## src/rtl/fifo_pkg.sv

```systemverilog
// Shared definitions for the FIFO write-side logic: FSM state encoding and a
// constant-safe ceiling-log2 helper for sizing index and counter fields.
package fifo_pkg;

  typedef enum logic {
    ST_IDLE = 1'b0,
    ST_LOCK = 1'b1
  } state_e;

  function automatic int unsigned clog2(input int unsigned value);
    int unsigned r;
    r = 0;
    while ((64'd1 << r) < 64'(value)) r++;
    return r;
  endfunction

endpackage

```

## src/rtl/rr_arbiter.sv

```systemverilog
// Combinational round-robin picker: returns the first set request found scanning
// upward from i_last_idx+1, wrapping through NUM_REQ-1 back to i_last_idx.
module rr_arbiter
  import fifo_pkg::*;
#(
  parameter int unsigned NUM_REQ = 4,
  parameter int unsigned IdxW    = clog2(NUM_REQ)
) (
  input  logic [NUM_REQ-1:0] i_req,
  input  logic [IdxW-1:0]    i_last_idx,
  output logic               o_any,
  output logic [IdxW-1:0]    o_idx
);

  logic [2*NUM_REQ-1:0] w_dbl;
  logic [2*NUM_REQ-1:0] w_mask;

  assign w_dbl = {i_req, i_req};
  assign o_any = |i_req;

  // Bits at or below the last winner are masked; the upper copy supplies the wrap.
  always_comb begin
    w_mask = '0;
    for (int i = 0; i < 2 * NUM_REQ; i++) begin
      w_mask[i] = (i > int'(i_last_idx)) && w_dbl[i];
    end
  end

  always_comb begin
    o_idx = '0;
    for (int i = 2 * NUM_REQ - 1; i >= 0; i--) begin
      if (w_mask[i]) o_idx = IdxW'(i % NUM_REQ);
    end
  end

endmodule

```

## src/rtl/fifo_wr_arbiter.sv

```systemverilog
// Shares the async FIFO write port among NUM_REQ requesters: round-robin pick in
// IDLE, then the owner holds the port until its last beat or MAX_BURST beats.
module fifo_wr_arbiter
  import fifo_pkg::*;
#(
  parameter int unsigned NUM_REQ    = 4,
  parameter int unsigned DATA_WIDTH = 8,
  parameter int unsigned MAX_BURST  = 8,
  parameter int unsigned IdxW       = clog2(NUM_REQ)
) (
  input  logic                          i_clk,
  input  logic                          i_rst,
  input  logic [NUM_REQ-1:0]            i_req,
  input  logic [NUM_REQ*DATA_WIDTH-1:0] i_data,
  input  logic [NUM_REQ-1:0]            i_last,
  input  logic                          i_full,
  output logic [NUM_REQ-1:0]            o_gnt,
  output logic                          o_wr_en,
  output logic [DATA_WIDTH-1:0]         o_wr_data,
  output logic [IdxW-1:0]               o_owner,
  output logic                          o_busy
);

  localparam int unsigned CntW = clog2(MAX_BURST) + 1;

  state_e            r_state,    w_state_nxt;
  logic [IdxW-1:0]   r_owner,    w_owner_nxt;
  logic [IdxW-1:0]   r_rr_last,  w_rr_last_nxt;
  logic [CntW-1:0]   r_beat_cnt, w_beat_cnt_nxt;
  logic              w_any;
  logic [IdxW-1:0]   w_pick;
  logic              w_beat;
  logic              w_release;

  rr_arbiter #(
    .NUM_REQ (NUM_REQ),
    .IdxW    (IdxW)
  ) u_rr_arbiter (
    .i_req      (i_req),
    .i_last_idx (r_rr_last),
    .o_any      (w_any),
    .o_idx      (w_pick)
  );

  always_ff @(posedge i_clk) begin
    if (i_rst) begin
      r_state    <= ST_IDLE;
      r_owner    <= '0;
      r_rr_last  <= IdxW'(NUM_REQ - 1);
      r_beat_cnt <= '0;
    end else begin
      r_state    <= w_state_nxt;
      r_owner    <= w_owner_nxt;
      r_rr_last  <= w_rr_last_nxt;
      r_beat_cnt <= w_beat_cnt_nxt;
    end
  end

  always_comb begin
    w_state_nxt    = r_state;
    w_owner_nxt    = r_owner;
    w_rr_last_nxt  = r_rr_last;
    w_beat_cnt_nxt = r_beat_cnt;
    w_beat         = 1'b0;
    w_release      = 1'b0;
    unique case (r_state)
      ST_IDLE: begin
        if (w_any) begin
          w_state_nxt    = ST_LOCK;
          w_owner_nxt    = w_pick;
          w_beat_cnt_nxt = '0;
        end
      end
      ST_LOCK: begin
        w_beat = i_req[r_owner] & ~i_full;
        // Release only on an accepted beat so a stalled last beat is never dropped.
        w_release = w_beat &
                    (i_last[r_owner] | (r_beat_cnt == CntW'(MAX_BURST - 1)));
        if (w_beat) w_beat_cnt_nxt = r_beat_cnt + 1'b1;
        if (w_release) begin
          w_state_nxt   = ST_IDLE;
          w_rr_last_nxt = r_owner;
        end
      end
      default: w_state_nxt = ST_IDLE;
    endcase
  end

  always_comb begin
    o_wr_data = '0;
    for (int k = 0; k < NUM_REQ; k++) begin
      if (r_owner == IdxW'(k)) o_wr_data = i_data[k*DATA_WIDTH +: DATA_WIDTH];
    end
  end

  assign o_wr_en = w_beat;
  assign o_gnt   = w_beat ? (NUM_REQ'(1) << r_owner) : '0;
  assign o_owner = r_owner;
  assign o_busy  = (r_state == ST_LOCK);

endmodule
```

## config.mk

```make
export PLATFORM = sky130hd
export DESIGN_NAME = fifo_wr_arbiter
export DESIGN_NICKNAME = d
export VERILOG_FILES = /design/src/rtl/fifo_pkg.sv /design/src/rtl/rr_arbiter.sv /design/src/rtl/fifo_wr_arbiter.sv
export SDC_FILE = /design/constraint.sdc
export NUM_CORES = 1
export LEC_CHECK = 0
export CAP_MARGIN = 20
export CORE_MARGIN = 2
export CORE_UTILIZATION = 30
export DETAILED_ROUTE_END_ITERATION = 6
export PLACE_DENSITY = 0.8
export SLEW_MARGIN = 20
export SYNTH_ARGS = -nofsm -noshare
export SYNTH_HDL_FRONTEND = slang
export SYNTH_SLANG_ARGS = --single-unit
```

## constraint.sdc

```tcl
create_clock -name i_clk -period 2.37 [get_ports i_clk]
set_input_delay 0.237 -clock i_clk [delete_from_list [all_inputs] [get_ports i_clk]]
set_output_delay 0.237 -clock i_clk [all_outputs]
set_load 0.01 [all_outputs]
```

==> metrics.log <==
[metrics] status: finished clean
[metrics] area delta synth->final: 81.8%
[metrics] final-stage net count: 189
[metrics] antenna violations before repair: 0
[metrics] number of warnings reported in the yosys synthesis log: 0
[metrics] Max Fanout on Critical Path: 6
[metrics] skew final: 0.00428 ns
[metrics] number of DRC markers in iteration 0: 23
[metrics] Critical Path Start Type: input pin
[metrics] startpoint of the worst-slack reg-to-reg timing path: o_owner[0]
[metrics] Async SR Flop Fraction: 0%
[metrics] Max Cap Viol: 0
[metrics] count of cells resized by post-cts repair: 0
[metrics] met3 layer wire length in the routed design: 283 um
[metrics] Die Outline Area: 0.00309 mm2
[metrics] syn nets: 126
[metrics] Hold Fails Final Rpt: 0
[metrics] total buffers and inverters traversed by the critical path: 2
[metrics] synthesized instance count: 82
[metrics] minimum period implied by the final worst setup slack: 2.21 ns
[metrics] Met2 Routed Length: 1210 um
[metrics] TritonCTS buffer count: 3
[metrics] total gr overflow: 0
[metrics] post-placement cell count: 170
[metrics] start-to-end type of the worst setup path: input pin to output port
[metrics] number of flip-flops and latches in the synthesized netlist: 9
[metrics] worst hold path type: flip-flop to flip-flop
[metrics] placed wire-length estimate after detailed placement: 2030 um
[metrics] fin area: 0.00145 mm2
[metrics] total of endpoints with negative setup slack in the final report: 0
[metrics] sink count of the clock tree: 9
[metrics] Port Buffer Count: 58
[metrics] n_diodes: 0
[metrics] worst hold-check slack: 0.485 ns
[metrics] slowest cell on the critical path: mux4_2
[metrics] die height: 55.5 um
[metrics] total negative setup slack: 0 ns
[metrics] fraction of the core area covered by cells at the end of the flow: 58.0%
[metrics] count of flip-flops with a built-in enable after synthesis: 0
[metrics] post-detailed-route wirelength per cell: 14.0 um
[metrics] initial core utilization: 31.9%
[metrics] sum of routed wire segments on met1: 932 um
[metrics] static power due to leakage: 0.000533 uW
[metrics] Setup crit end kind: output port
[metrics] share of the cycle needed by the critical path after routing: 93.3%
[metrics] slowest cell delay on critical path: 0.55 ns
[metrics] total wire length after detailed routing: 2440 um
[metrics] final std cells w/o fill: 174
[metrics] data arrival time at the worst-slack endpoint: 1.97 ns
[metrics] Filler Cell Count: 216
[metrics] width of the chip: 55.5 um
[metrics] pin count of the biggest net entering global routing: 17
[metrics] max frequency: 0.452 GHz
[metrics] Pre-Repair DR Iteration Count: 4
[metrics] GP Congestion: 0.828
[metrics] core outline area: 0.00250 mm2
[metrics] Worst VDD drop: 238 uV
[metrics] average cell area after synthesis: 9.72 um2
[metrics] clock-pin transition on the worst setup and hold timing paths: 0.06 ns
[metrics] Top Family by Delay on Critical Path: buffers and inverters
[metrics] cell area power density: 362 mW/mm2
[metrics] final count of pins violating max slew: 0
[metrics] leading register cell type out of synthesis: dfxtp_1
[metrics] Most Frequent Cell on Critical Path: clkdlybuf4s50_1
[metrics] quantity of hold-fixing buffers added after cts: 0
[metrics] endpoint required time on the critical path: 2.13 ns
[metrics] CP startpoint: i_req[3]
[metrics] total I/O pin count: 59
[metrics] Site Rows: 18
[metrics] Setup Buffers After CTS: 0
[metrics] startpoint of the tightest hold check path: r_beat_cnt[3]
[metrics] number of DRC violations after detailed routing: 0
[metrics] layout cells sized above 1: 13.2%
[metrics] placed inst area: 0.00142 mm2
[metrics] via count of the routed design: 925
[metrics] actual slew at the worst max-slew pin: 0.430 ns
[metrics] clk_lat worst skew: 0.25 ns
[metrics] post-synthesis cell area: 797 um2
[metrics] CTS tree: done
[metrics] unrepaired setup endpoints after global routing: false
[metrics] clock tree buffer depth: 2
[metrics] Slew headroom: 71.1%
[metrics] count of cell types in the netlist: 30
[metrics] H-tree levels: 1
[metrics] clock tree root driver cell: clkbuf_4
[metrics] worst path cell trace: clkdlybuf4s50_1, mux4_2, and2_4, clkdlybuf4s50_1
[metrics] number of routed nets with antenna violations: 0
[metrics] Via density: 5.32
[metrics] aggregate global-route resource usage: 16.0%
[metrics] wire length of the first global-routing pass: 4050 um
[metrics] proportion of synthesized chip area in sequential cells: 22.6%
[metrics] number of global-route vias before repair: 933
[metrics] Max Used Layer: met4
-- area by class of cell --
type | count | area (um2) | share of cell area, %
Timing Repair Buffer | 64 | 626 | 43.2
Multi-Input combinational cell | 63 | 564 | 38.9
Sequential cell | 9 | 180 | 12.4
Tap cell | 30 | 37.5 | 2.59
Clock buffer | 4 | 26.3 | 1.81
Inverter | 4 | 15.0 | 1.04
-- placed cells by master, fill, tap and decap left out, drive strengths merged, types with 3 or more instances in the layout --
cell / synthesis / routed
a21oi: 5 / 5
and2: 3 / 3
buf: 2 / 6
clkbuf: 4 / 4
clkdlybuf4s50: 0 / 58
dfxtp: 9 / 9
inv: 4 / 4
mux2i: 3 / 3
mux4: 10 / 10
nand2: 4 / 4
nor2: 13 / 13
o21ai: 6 / 6
-- worst reg2reg max path, delay by kind of cell, from the launching register on --
family,cells,cell delay (ns)
AO/OA/AOI/OAI,1,0.21
buffers and inverters,1,0.20
flip-flops,1,0.39
multiplexers,2,0.80
-- synthesized netlist by cell type (2+ instances only) --
| master | count | area share, % |
|---|---|---|
| nand3_1 | 2 | 1.3 |
| nand2b_1 | 2 | 1.6 |
| clkbuf_1 | 4 | 1.9 |
| o21ai_1 | 2 | 1.3 |
| nand2_1 | 4 | 1.9 |
| o21ai_0 | 3 | 1.9 |
| buf_6 | 2 | 2.8 |
| mux4_1 | 3 | 9.9 |
| a21oi_1 | 5 | 3.1 |
| and2_1 | 2 | 1.6 |
| mux4_2 | 7 | 20 |
| mux2i_1 | 3 | 3.8 |
| nor3_1 | 2 | 1.3 |
| dfxtp_1 | 9 | 23 |
| o221ai_1 | 2 | 2.2 |
| nor2_1 | 13 | 6.1 |
| inv_1 | 4 | 1.9 |
-- metrics by stage --
step | setup WS [ns] | total power [uW]
2_1_floorplan | 0.659 | 276
3_3_place_gp | 0.200 | 407
3_5_place_dp | 0.167 | 413
4_1_cts | 0.159 | 533
5_1_grt | 0.0880 | 554
6_report | 0.159 | 524
-- metal layers --
layer  GRT usage [%]  up-vias
li1                -      440
met3            3.04        2
met4            4.53        0
met1            19.9      414
met2            28.1       69
met5               0        -
-- worst paths after layout --
| path | to | slack, ns | depth (start not counted) |
|---|---|---|---|
| max | o_wr_en | 0.16 | 4 |
| min reg2reg | r_beat_cnt[3] | 0.48 | 2 |
| min | r_beat_cnt[3] | 0.48 | 2 |
| max reg2reg | r_rr_last[1] | 0.70 | 4 |
-- registers in the layout, summed over array words and instances, names as in the netlist --
name        flops
r_rr_last       2
r_beat_cnt      4
o_busy          1
o_owner         2
-- kinds of logic (layout without fill, tap and decap cells) --
group	Yosys count	count (layout)	share of synthesized area (%)
buf+inv	10	72	6.59
fa+ha+maj	1	1	1.57
flops	9	9	22.6
mux	13	13	33.4
simple gates	32	32	20.6
compound gates	17	17	15.2
-- report_power, final --
part | switching [uW] | internal, uW | total [uW]
Clock | 51.1 | 64.7 | 116
Combinational | 81.1 | 160 | 241
Sequential | 9.37 | 158 | 168
No activity file was read; power rests on OpenSTA's default activity.
